<file path="src/rtl/vram_pkg.sv">
// Shared types for the VRAM arbiter: read-owner tags, FSM states, default widths.
package vram_pkg;

  localparam int AW_DEF = 15;
  localparam int DW_DEF = 8;

  typedef enum logic [1:0] {
    TAG_NONE,
    TAG_VID,
    TAG_CPU
  } tag_e;

  typedef enum logic [1:0] {
    ST_IDLE,
    ST_CPU_RD,
    ST_CPU_ACK
  } state_e;

endpackage

</file>
<file path="src/rtl/vram_arbiter.sv">
// Single-port VRAM arbiter: video fetches always win, CPU gets the port when video is idle.
// state      | meaning
// ST_IDLE    | free to issue a CPU access when no video fetch is present
// ST_CPU_RD  | CPU read in flight, RAM data captured at this cycle's end
// ST_CPU_ACK | cpu_ack pulse; cpu_req ignored
module vram_arbiter
  import vram_pkg::*;
#(
  parameter int AW       = AW_DEF,
  parameter int DW       = DW_DEF,
  parameter int MAX_WAIT = 8
) (
  input  logic          clk,
  input  logic          reset,
  input  logic          vid_req,
  input  logic [AW-1:0] vid_addr,
  output logic [DW-1:0] vid_dout,
  input  logic          cpu_req,
  input  logic          cpu_we,
  input  logic [AW-1:0] cpu_addr,
  input  logic [DW-1:0] cpu_din,
  output logic [DW-1:0] cpu_dout,
  output logic          cpu_ack,
  output logic [AW-1:0] ram_addr,
  output logic          ram_we,
  output logic [DW-1:0] ram_din,
  input  logic [DW-1:0] ram_dout,
  output logic          starve
);

  localparam int CW = $clog2(MAX_WAIT + 2);
  localparam logic [CW-1:0] WAIT_SAT = CW'(MAX_WAIT + 1);

  state_e        state_q, state_d;
  tag_e          tag_q, tag_d;
  logic [DW-1:0] vid_dout_q, vid_dout_d;
  logic [DW-1:0] cpu_dout_q, cpu_dout_d;
  logic [CW-1:0] wait_q, wait_d;
  logic          starve_q, starve_d;
  logic [AW-1:0] addr_q, addr_d;
  logic [DW-1:0] din_q, din_d;
  logic          vid_grant, cpu_issue;

  always_comb begin
    vid_grant  = vid_req && !reset;
    cpu_issue  = !vid_req && !reset && (state_q == ST_IDLE) && cpu_req;
    state_d    = state_q;
    tag_d      = TAG_NONE;
    vid_dout_d = vid_dout_q;
    cpu_dout_d = cpu_dout_q;
    wait_d     = wait_q;
    starve_d   = starve_q;
    ram_we     = 1'b0;
    ram_addr   = addr_q;
    ram_din    = din_q;

    if (vid_grant) begin
      ram_addr = vid_addr;
      tag_d    = TAG_VID;
    end else if (cpu_issue) begin
      ram_addr = cpu_addr;
      ram_we   = cpu_we;
      ram_din  = cpu_din;
      if (!cpu_we) tag_d = TAG_CPU;
    end
    // Drive a quiet port while reset is held so no access leaks out
    if (reset) begin
      ram_addr = '0;
      ram_din  = '0;
    end

    case (tag_q)
      TAG_VID: vid_dout_d = ram_dout;
      TAG_CPU: cpu_dout_d = ram_dout;
      default: ;
    endcase

    case (state_q)
      ST_IDLE:    if (cpu_issue) state_d = cpu_we ? ST_CPU_ACK : ST_CPU_RD;
      ST_CPU_RD:  state_d = ST_CPU_ACK;
      ST_CPU_ACK: state_d = ST_IDLE;
      default:    state_d = ST_IDLE;
    endcase

    if (cpu_issue) begin
      wait_d = '0;
    end else if (cpu_req && (state_q == ST_IDLE) && (wait_q != WAIT_SAT)) begin
      wait_d = wait_q + 1'b1;
    end
    if (wait_d == WAIT_SAT) starve_d = 1'b1;

    addr_d  = ram_addr;
    din_d   = ram_din;
    cpu_ack = (state_q == ST_CPU_ACK) && !reset;
  end

  always_ff @(posedge clk) begin
    if (reset) begin
      state_q    <= ST_IDLE;
      tag_q      <= TAG_NONE;
      vid_dout_q <= '0;
      cpu_dout_q <= '0;
      wait_q     <= '0;
      starve_q   <= 1'b0;
      addr_q     <= '0;
      din_q      <= '0;
    end else begin
      state_q    <= state_d;
      tag_q      <= tag_d;
      vid_dout_q <= vid_dout_d;
      cpu_dout_q <= cpu_dout_d;
      wait_q     <= wait_d;
      starve_q   <= starve_d;
      addr_q     <= addr_d;
      din_q      <= din_d;
    end
  end

  assign vid_dout = vid_dout_q;
  assign cpu_dout = cpu_dout_q;
  assign starve   = starve_q;

endmodule

</file>
<file path="config.mk">
export PLATFORM = sky130hd
export DESIGN_NAME = vram_arbiter
export DESIGN_NICKNAME = d
export VERILOG_FILES = /design/src/rtl/vram_pkg.sv /design/src/rtl/vram_arbiter.sv
export SDC_FILE = /design/constraint.sdc
export NUM_CORES = 1
export LEC_CHECK = 0
export ABC_AREA = 1
export CAP_MARGIN = 20
export CELL_PAD_IN_SITES_DETAIL_PLACEMENT = 1
export CELL_PAD_IN_SITES_GLOBAL_PLACEMENT = 2
export CORE_AREA = 2 2 97 99
export DETAILED_ROUTE_END_ITERATION = 12
export DIE_AREA = 0 0 99 101
export GPL_ROUTABILITY_DRIVEN = 0
export PLACE_DENSITY = 0.93
export REMOVE_ABC_BUFFERS = 1
export SYNTH_ARGS = -nofsm -noshare
export SYNTH_HDL_FRONTEND = slang
export SYNTH_SLANG_ARGS = --single-unit
</file>
<file path="constraint.sdc">
create_clock -name clk -period 2.2 [get_ports clk]
set_input_delay 0.44 -clock clk [delete_from_list [all_inputs] [get_ports clk]]
set_output_delay 0.44 -clock clk [all_outputs]
set_load 0.05 [all_outputs]
</file>
==> reports/summary.log, run 1 <==
[worst_hold_path] worst hold path endpoint din_q[2]$_SDFF_PP0_
[die] Std-Cell Rows 35
[global_routing] maximum number of pins on one net before global-route repair 17
[worst_hold_path] type of the most critical hold path reg2reg
[power] highest ir drop seen on vdd 253.8 uV
[timing] Final Critical Period 2.130 ns
[setup_path] critical setup path kind reg2out
[setup_path] buffers plus inverters on the worst setup path 5
[synthesis] Most used DFF post-synth dfxtp_1
[route] Remaining DRCs 0
[setup_path] startpoint class of the critical path flip-flop
[finish] final instance count without filler cells 502
[finish] Area growth syn-to-layout 83.17%
[timing] actual transition at the worst max-transition pin 0.5326 ns
[clock_network] cell at the root of the clock tree clkbuf_8
[synthesis] cell area after synthesis 2029 um2
[finish] share of layout cells above drive strength 1 23.02%
[timing] final sum of negative setup slack 0 ns
[clock_network] clock latency reported for the late side of the worst-skew pair 0.30 ns
[die] Core Region 8977 um2
[global_routing] wire length of the first global-routing pass 10560 um
[synthesis] fraction of post-synthesis cell area in the top cell type by area 47.35%
[setup_path] Worst path slowest cell dfxtp_2
[worst_hold_path] number of instances on the worst hold path 2
[synthesis] mean cell area of the mapped netlist 7.380 um2
[synthesis] EDFF count, synth 0
[setup_path] nature of the critical path endpoint output pin
[timing] final clock skew 0.005685 ns
[setup_path] ordered list of cells on the worst path inv_2, nand2_2, nor2_4, clkinvlp_4, buf_6, o21ai_4, o21ai_2, buf_4, buf_12
[finish] share of the core filled with cells in the final layout 41.41%
[global_routing] peak-usage layer in the global routing report met2
[synthesis] most instantiated library cell after synthesis o21ai_0
[die] Initial Util 22.61%
[global_routing] global-route met2 utilization 23.39%
[finish] Antenna diodes 0
[route] total number of vias 2208
[synthesis] Commonest cells post-synth o21ai_0, nor2_1, nand2_1
[synthesis] fraction of synthesis flops using an asynchronous set or reset pin 0%
[power] leakage 1.568 nW
[timing] max-slew violations 0
[route] number of detailed-route iterations in the first pass 4
[placement] post-detailed-placement half-perimeter wirelength 5013 um
[global_routing] antenna violations before repair 0
[die] die width 99 um
[die] full die area 9999 um2
[global_routing] vias in the first global route 2318
[die] die span in y 101 um
[clock_network] number of buffers added by the clock tree synthesis step 5
[synthesis] synth unique cells 19
[setup_path] largest fanout on the critical path 4
[timing] setup violation total in the final timing report 0
[global_routing] met3 usage 4.022%
[job] Max Cap Violations 0
[setup_path] number of cells traversed by the worst register-to-register path 11
[synthesis] cell accounting for the most synthesized area dfxtp_1
[setup_path] Worst R2R End starve$_SDFFE_PP0N_
[power] power density over cell area 659.2 nW/um2
[setup_path] Crit Reg-Reg Startpoint state_q[0]$_SDFFE_PP0P_
[clock_network] maximum buffer depth of the clock tree 2
[timing] WHS 0.4735 ns
[timing] unrepaired setup endpoints after global routing true
[clock_network] clock edge transition at the registers on the reported setup and hold paths 0.09 ns
[timing] number of hold-slack violations in the final timing report 0
[clock_network] TritonCTS clock tree yes
[global_routing] overflow left after global routing 0
[route] via density per instance 4.398
[global_routing] GRT Overall Usage 13.00%
[worst_hold_path] hold path startpoint din_q[2]$_SDFF_PP0_
[synthesis] count of mapped cells out of synthesis 275
[route] final antenna-violating net count 0
[placement] cell count after placement 495
[finish] area of all placed cells without fillers 3717 um2
[timing] fmax 469.6 MHz
[route] routed wire length per instance 12.78 um
[synthesis] Yosys Warn Count 0
[setup_path] Crit path required time 1.76 ns
[status] result of the run complete, no violations
[clock_network] sinks on the clock net 48
[placement] port buffer count 92
[synthesis] number of synthesized register bits 48
[setup_path] slack of the worst reg-to-reg path 0.67 ns
[die] number of I/O pins 93
[route] number of DRC violations after detailed-routing iteration 0 18
[setup_path] signal arrival time at the worst endpoint 1.69 ns
[synthesis] top cells by area in the synthesized netlist dfxtp_1, o21ai_0, nor2_1
[clock_network] level count of the clock H-tree 2
[route] Post-Route WL 6417 um
[setup_path] family with the most delay on the worst path buffers and inverters
[placement] DP Area 3416 um2
[setup_path] Worst path max stage delay 0.34 ns
[global_routing] met1 Resource Use GR 15.04%
[finish] Total Nets Final 443
[synthesis] sequential fraction of the synthesis area 47.35%
[timing] worst slew slack as a fraction of its limit 64.36%
[timing] crit share post-route 96.80%
-- tightest hold or removal path, delay by kind of cell, from the launching register on --
family / cells / cell delay [ns]
and+or+nand+nor: 2 / 0.13
DFF: 1 / 0.30
-- final cells by class --
class                           count  area (um2)
Tap cell                          111       138.9
Clock inverter                      3       90.09
Multi-Input combinational cell    202        1027
Fill cell                        1071        5260
Sequential cell                    48       962.2
Timing Repair Buffer              117        1363
Clock buffer                        5       68.82
Inverter                           16       67.56
-- layer usage --
layer / part of all wire, % / routed length [um]
met1: 41 / 2657
met2: 50 / 3237
met3: 7.1 / 455
met4: 1.0 / 67
met5: 0 / 0
-- power breakdown --
part,total (mW),internal (mW),leakage (nW),switching [mW]
registers,0.941,0.920,0.395,0.0210
logic,0.630,0.288,1.09,0.342
clock network,0.879,0.568,0.0784,0.311
-- registers in the layout, summed over array words and instances (netlist names) --
register  cells
addr_q       15
cpu_dout      8
din_q         8
vid_dout      8
wait_q        4
state_q       2
tag_q         2
starve        1
-- cell families (layout without fill, tap and decap cells) --
kind of cell | count (synthesis) | after routing | share of synthesized area, %
flip-flops | 48 | 48 | 47.35
AND/OR/NAND/NOR | 136 | 136 | 28.91
buffers and inverters | 25 | 141 | 6.350
adder cells (fa/ha/maj) | 2 | 2 | 1.233
AO/OA/AOI/OAI | 64 | 64 | 16.15
-- cell usage in the layout, fill, tap and decap left out --
| cell type | instances |
|---|---|
| nor3_1 | 2 |
| inv_1 | 11 |
| nand4_1 | 1 |
| dfxtp_2 | 1 |
| nor2_2 | 1 |
| buf_6 | 2 |
| nor2_1 | 49 |
| o21ai_2 | 4 |
| ha_1 | 2 |
| clkdlybuf4s50_1 | 64 |
| nand3_2 | 3 |
| clkinvlp_4 | 2 |
| o21ai_4 | 2 |
| inv_2 | 3 |
| clkbuf_8 | 5 |
| buf_4 | 24 |
| nand2_1 | 54 |
| bufinv_16 | 3 |
| o21ai_0 | 47 |
| bufbuf_16 | 1 |
| dfxtp_1 | 47 |
| nor2_4 | 10 |
| a21oi_2 | 2 |
| buf_12 | 23 |
| nand2_2 | 4 |
| nand3_1 | 12 |
| dlygate4sd2_1 | 3 |
| o21ai_1 | 9 |
-- repair_timing --
action / CTS / global route
hold buffers: 0 / 0
resized for setup: 24 / 19
setup endpoints to repair: 23 / 23
gates cloned: 1 / 0
pin swaps: 5 / 4
buffers inserted: 3 / 1
-- per-stage QoR --
| step | setup WS [ns] | total power [mW] |
|---|---|---|
| global placement | -0.1576 | 1.552 |
| CTS | 0.01727 | 2.485 |
| floorplan | -0.3139 | 1.236 |
| global route | -0.07402 | 2.576 |
| detailed placement | -0.2362 | 1.564 |
| finish | 0.07031 | 2.450 |
-- how the worst max path moves through the flow --
| stage | from | endpoint | cells after the start |
|---|---|---|---|
| floorplan | cpu_req | ram_addr[12] | 5 |
| global placement | cpu_req | ram_addr[1] | 8 |
| detailed placement | cpu_req | ram_addr[1] | 8 |
| finish | state_q[0]$_SDFFE_PP0P_ | ram_addr[11] | 9 |
| global route | state_q[0]$_SDFFE_PP0P_ | ram_addr[11] | 9 |
| CTS | state_q[0]$_SDFFE_PP0P_ | ram_addr[10] | 9 |
(Power assumes the default switching activity.)
==> inputs of run 2 (changes only) <==
Settings changed: CORE_AREA 2 2 97 99 to 3 3 98 100, DIE_AREA 0 0 99 101 to 0 0 101 103.
==> run 2 against run 1 <==
- sequential cell count stayed put
- first-iteration DRC count grew to 4.4 times the previous value
- fmax is 0.36% higher
- hold slack worse by 0.0084 ns
- die area is 4.0% higher
- power is 12% lower
- clock-buffer cell count stayed put
- clock power is 38% lower
- worst setup slack better by 0.0076 ns
- combinational power is 4.8% higher
- largest power group unchanged
==> reports/summary.log, run 2 (synthesis results as in run 1) <==
[route] Post-Route WL 7083 um [was 6417 um]
[finish] leading cell type in the layout, fill and taps excluded clkdlybuf4s50_1 [unchanged]
[global_routing] wire length of the first global-routing pass 11440 um [was 10560 um]
[die] die width 101 um [was 99 um]
[route] final antenna-violating net count 0 [unchanged]
[setup_path] Crit path required time 1.76 ns [about the same]
[setup_path] startpoint class of the critical path flip-flop [unchanged]
[timing] final clock skew 0.003679 ns [was 0.005685 ns]
[job] Max Cap Violations 0 [unchanged]
[global_routing] antenna violations before repair 0 [unchanged]
[finish] Area growth syn-to-layout 86.50% [was 83.17%]
[global_routing] vias in the first global route 2408 [was 2318]
[timing] unrepaired setup endpoints after global routing true [unchanged]
[setup_path] critical setup path kind reg2out [unchanged]
[clock_network] level count of the clock H-tree 2 [unchanged]
[die] full die area 10400 um2 [was 9999 um2]
[timing] final sum of negative setup slack 0 ns [unchanged]
[finish] area taken by multi-input logic gates 1012 um2 [was 1027 um2]
[route] total number of vias 2312 [was 2208]
[timing] setup violation total in the final timing report 0 [unchanged]
[die] number of I/O pins 93 [unchanged]
[worst_hold_path] type of the most critical hold path reg2reg [unchanged]
[route] via density per instance 4.455 [was 4.398]
[finish] Antenna diodes 0 [unchanged]
[finish] filler cell count in the final layout 1073 [was 1071]
[timing] worst slew slack as a fraction of its limit 64.56% [was 64.36%]
[route] number of DRC violations after detailed-routing iteration 0 79 [was 18]
[clock_network] sinks on the clock net 48 [unchanged]
[finish] Largest register FFs 15 [unchanged]
[finish] Top reg by flops addr_q [unchanged]
[placement] port buffer count 92 [unchanged]
[route] Remaining DRCs 0 [unchanged]
[finish] share of layout cells above drive strength 1 28.22% [was 23.02%]
[clock_network] clock latency reported for the late side of the worst-skew pair 0.30 ns [about the same]
[finish] Total Nets Final 463 [was 443]
[status] result of the run complete, no violations [unchanged]
[global_routing] overflow left after global routing 0 [unchanged]
[placement] post-detailed-placement half-perimeter wirelength 5503 um [was 5013 um]
[finish] area occupied by registers 963.4 um2 [was 962.2 um2]
[power] leakage 1.608 nW [was 1.568 nW]
[timing] Final Critical Period 2.122 ns [was 2.130 ns]
[clock_network] clock edge transition at the registers on the reported setup and hold paths 0.09 ns [about the same]
[clock_network] cts hold-fix bufs 0 [unchanged]
[timing] worst setup margin 0.07791 ns [was 0.07031 ns]
[route] number of detailed-route iterations in the first pass 3 [was 4]
[route] routed wire length per instance 13.65 um [was 12.78 um]
[setup_path] largest fanout on the critical path 8 [was 4]
[finish] share of the core filled with cells in the final layout 43.19% [was 41.41%]
[global_routing] GRT Overall Usage 13.94% [was 13.00%]
[finish] most used cells in the layout excluding fill and tap cells clkdlybuf4s50_1, nand2_1, dfxtp_1 [was clkdlybuf4s50_1, nand2_1, nor2_1]
[timing] fmax 471.2 MHz [was 469.6 MHz]
[setup_path] nature of the critical path endpoint output pin [unchanged]
[global_routing] maximum number of pins on one net before global-route repair 17 [unchanged]
[power] total power 2.144 mW [was 2.450 mW]
[setup_path] signal arrival time at the worst endpoint 1.68 ns [was 1.69 ns]
[placement] DP Area 3457 um2 [was 3416 um2]
[clock_network] maximum buffer depth of the clock tree 2 [unchanged]
[placement] post-placement setup slack -0.2283 ns [was -0.2362 ns]
[timing] number of hold-slack violations in the final timing report 0 [unchanged]
[timing] actual transition at the worst max-transition pin 0.5300 ns [was 0.5326 ns]
[timing] max-slew violations 0 [unchanged]
[timing] crit share post-route 96.46% [was 96.80%]
[finish] area of all placed cells without fillers 3785 um2 [was 3717 um2]
[die] die span in y 103 um [was 101 um]
[clock_network] cell at the root of the clock tree clkbuf_8 [unchanged]
[power] highest ir drop seen on vdd 279.2 uV [was 253.8 uV]
[die] Std-Cell Rows 34 [was 35]
[clock_network] TritonCTS clock tree yes [unchanged]
[die] Core Region 8763 um2 [was 8977 um2]
[power] power density over cell area 566.5 nW/um2 [was 659.2 nW/um2]
[die] Initial Util 23.16% [was 22.61%]
[clock_network] number of buffers added by the clock tree synthesis step 5 [unchanged]
[run 2: per-layer routing]
| metal | vias up | share of wire (%) | global-route usage, % |
|---|---|---|---|
| met5 | - | 0 | 0 |
| met4 | 0 | 2.9 | 6.033 |
| met3 | 15 | 3.7 | 2.300 |
| met2 | 50 | 51 | 24.86 |
| met1 | 1080 | 42 | 16.51 |
| li1 | 1167 | - | - |
[run 2: area by class of cell]
type,instances,area share [%]
timing repair buffer,136,39.70
inverter,16,1.884
clock inverter,3,0.6281
multi-input combinational,202,26.74
timing repair inverter,1,0.1983
sequential,48,25.45
tap,108,3.570
clock buffer,5,1.818
[run 2: worst paths after layout]
check	start	endpoint	slack, ns	depth (start not counted)
worst max-delay path	state_q[1]$_SDFFE_PP0P_	ram_addr[7]	0.08	9
worst min-delay path	starve$_SDFFE_PP0N_	starve$_SDFFE_PP0N_	0.47	2
worst max register to register	state_q[0]$_SDFFE_PP0P_	starve$_SDFFE_PP0N_	0.56	12
worst min register to register	starve$_SDFFE_PP0N_	starve$_SDFFE_PP0N_	0.47	2
[run 2: per-stage QoR]
step                      hold slack (ns)  instances
final                              0.4652        519
after global routing               0.5226        519
after CTS                          0.4746        519
after detailed placement           0.4609        498
after global placement             0.4409        498
after floorplan                    0.4516        266
[run 2: timing repair]
item / in CTS / in global routing
endpoints found under the setup margin: 23 / 23
gates cloned: 2 / 0
gates resized for setup: 22 / 31
pin swaps: 5 / 9
setup buffers: 11 / 1
[run 2: critical path, cell delays in order, from the launching register on]
cell and delay, ns:
dfxtp_2 0.33, inv_2 0.05, nand2_2 0.06, nor2_4 0.17, clkinvlp_4 0.13, buf_12 0.16, nor2_1 0.12, o21ai_1 0.07
buf_4 0.14, buf_12 0.14
[run 2: power breakdown]
group	leakage, nW	switching [mW]	internal (mW)	total, mW
Sequential	0.396	0.0218	0.920	0.942
Combinational	1.17	0.351	0.309	0.660
Clock	0.0404	0.316	0.226	0.542
==> inputs of run 3 (changes only) <==
Settings changed: CORE_AREA 3 3 98 100 to 3 3 96 98, CTS_BUF_LIST set to sky130_fd_sc_hd__clkbuf_4 sky130_fd_sc_hd__clkbuf_8, DIE_AREA 0 0 101 103 to 0 0 99 101, PLACE_DENSITY 0.93 to 0.89.
==> run 3 against run 2 <==
- cell count down 0.58%
- non-clock buffer count down 3
- first-iteration DRC count down 41%
- via count down 2.3%
- critical path type unchanged
- critical endpoint is now ram_din[4]
- highest routed layer unchanged
==> reports/summary.log, run 3 (synthesis results as in run 1) <==
[clock_network] clock edge transition at the registers on the reported setup and hold paths 0.09 ns [about the same]
[die] Core Region 8551 um2 [was 8763 um2]
[finish] area of all placed cells without fillers 3736 um2 [was 3785 um2]
[clock_network] sinks on the clock net 48 [unchanged]
[finish] Largest register FFs 15 [unchanged]
[die] die span in y 101 um [was 103 um]
[status] result of the run complete, no violations [unchanged]
[timing] number of hold-slack violations in the final timing report 0 [unchanged]
[die] full die area 9999 um2 [was 10400 um2]
[route] via density per instance 4.378 [was 4.455]
[setup_path] Crit path required time 1.76 ns [about the same]
[route] number of DRC violations after detailed-routing iteration 0 47 [was 79]
[global_routing] antenna violations before repair 1 [was 0]
[finish] share of layout cells above drive strength 1 27.27% [was 28.22%]
[setup_path] nature of the critical path endpoint output pin [unchanged]
[global_routing] maximum number of pins on one net before global-route repair 17 [unchanged]
[route] Remaining DRCs 0 [unchanged]
[setup_path] signal arrival time at the worst endpoint 1.69 ns [was 1.68 ns]
[clock_network] maximum buffer depth of the clock tree 2 [unchanged]
[timing] setup violation total in the final timing report 0 [unchanged]
[timing] actual transition at the worst max-transition pin 0.5115 ns [was 0.5300 ns]
[clock_network] cts hold-fix bufs 0 [unchanged]
[clock_network] cell at the root of the clock tree clkbuf_8 [unchanged]
[finish] most used cells in the layout excluding fill and tap cells clkdlybuf4s50_1, nor2_1, nand2_1, dfxtp_1, o21ai_0 [was clkdlybuf4s50_1, nand2_1, dfxtp_1]
[timing] Final Critical Period 2.127 ns [was 2.122 ns]
[route] Post-Route WL 7044 um [was 7083 um]
[job] Max Cap Violations 0 [unchanged]
[finish] leading cell type in the layout, fill and taps excluded clkdlybuf4s50_1 [unchanged]
[placement] port buffer count 92 [unchanged]
[die] Std-Cell Rows 34 [unchanged]
[placement] DP Area 3450 um2 [was 3457 um2]
[die] Initial Util 23.73% [was 23.16%]
[power] power density over cell area 574.1 nW/um2 [was 566.5 nW/um2]
[route] routed wire length per instance 13.65 um [about the same]
[finish] filler cell count in the final layout 1037 [was 1073]
[finish] Total Nets Final 459 [was 463]
[placement] post-placement setup slack -0.2241 ns [was -0.2283 ns]
[finish] Area growth syn-to-layout 84.09% [was 86.50%]
[timing] crit share post-route 96.70% [was 96.46%]
[timing] worst setup margin 0.07254 ns [was 0.07791 ns]
[finish] Top reg by flops addr_q [unchanged]
[setup_path] largest fanout on the critical path 4 [was 8]
[finish] share of the core filled with cells in the final layout 43.69% [was 43.19%]
[worst_hold_path] type of the most critical hold path reg2reg [unchanged]
[global_routing] overflow left after global routing 0 [unchanged]
[power] highest ir drop seen on vdd 229.5 uV [was 279.2 uV]
[route] final antenna-violating net count 0 [unchanged]
[power] leakage 1.603 nW [was 1.608 nW]
[timing] max-slew violations 0 [unchanged]
[clock_network] TritonCTS clock tree yes [unchanged]
[route] total number of vias 2259 [was 2312]
[global_routing] wire length of the first global-routing pass 11030 um [was 11440 um]
[die] number of I/O pins 93 [unchanged]
[timing] final clock skew 0.002388 ns [was 0.003679 ns]
[setup_path] startpoint class of the critical path flip-flop [unchanged]
[setup_path] critical setup path kind reg2out [unchanged]
[route] number of detailed-route iterations in the first pass 4 [was 3]
[clock_network] clock latency reported for the late side of the worst-skew pair 0.30 ns [about the same]
[timing] fmax 470.0 MHz [was 471.2 MHz]
[die] die width 99 um [was 101 um]
[placement] post-detailed-placement half-perimeter wirelength 5418 um [was 5503 um]
[timing] unrepaired setup endpoints after global routing true [unchanged]
[clock_network] number of buffers added by the clock tree synthesis step 5 [unchanged]
[clock_network] level count of the clock H-tree 2 [unchanged]
[global_routing] vias in the first global route 2269 [was 2408]
[global_routing] GRT Overall Usage 13.73% [was 13.94%]
[timing] worst slew slack as a fraction of its limit 65.79% [was 64.56%]
-- run 3: final timing paths --
check / from / to / slack, ns / cells past startpoint
worst min register to register: starve$_SDFFE_PP0N_ / starve$_SDFFE_PP0N_ / 0.47 / 2
worst max-delay path: state_q[0]$_SDFFE_PP0P_ / ram_din[4] / 0.07 / 10
worst min-delay path: starve$_SDFFE_PP0N_ / starve$_SDFFE_PP0N_ / 0.47 / 2
worst max register to register: state_q[0]$_SDFFE_PP0P_ / starve$_SDFFE_PP0N_ / 0.52 / 13
-- run 3: final cells by class --
class / count / area [um2] / share of cell area [%]
Timing Repair Buffer: 133 / 1474 / 39.45
Antenna cell: 1 / 2.502 / 0.06698
Clock inverter: 3 / 23.77 / 0.6363
Inverter: 16 / 67.56 / 1.808
Multi-Input combinational cell: 202 / 1002 / 26.83
Sequential cell: 48 / 962.2 / 25.75
Tap cell: 108 / 135.1 / 3.617
Clock buffer: 5 / 68.82 / 1.842
-- run 3: repair_timing --
action                                  4_1_cts  5_1_grt
endpoints found under the setup margin       24       21
pin swaps                                     4        8
buffers inserted                              8        3
resized for setup                            34       18
gates cloned                                  1        0
-- run 3: power breakdown --
part | leakage [nW] | switching (mW) | internal (mW) | total, mW
logic | 1.17 | 0.346 | 0.306 | 0.652
clock network | 0.0404 | 0.325 | 0.226 | 0.551
registers | 0.395 | 0.0215 | 0.920 | 0.941
-- run 3: per-layer routing --
metal,wire (um),global-route usage (%)
met1,2981,16.23
met5,0,0
met3,274,2.353
met4,125,4.097
met2,3663,25.26
-- run 3: per-stage QoR --
stage / TNS [ns] / hold WS (ns) / total power, mW / instances
CTS: 0 / 0.4682 / 2.158 / 514
floorplan: -4.832 / 0.4516 / 1.236 / 266
global route: -0.07788 / 0.5140 / 2.240 / 516
global placement: -2.294 / 0.4436 / 1.560 / 497
finish: 0 / 0.4702 / 2.145 / 516
detailed placement: -3.035 / 0.4503 / 1.572 / 497
-- run 3: critical path, stage by stage, from the launching register on --
cell	delay, ns
dfxtp_2	0.36
inv_2	0.04
nand2_2	0.08
nor2_4	0.05
buf_4	0.14
nand2_4	0.09
clkinvlp_4	0.13
buf_4	0.17
nand2_1	0.07
nand2_1	0.10
buf_12	0.16
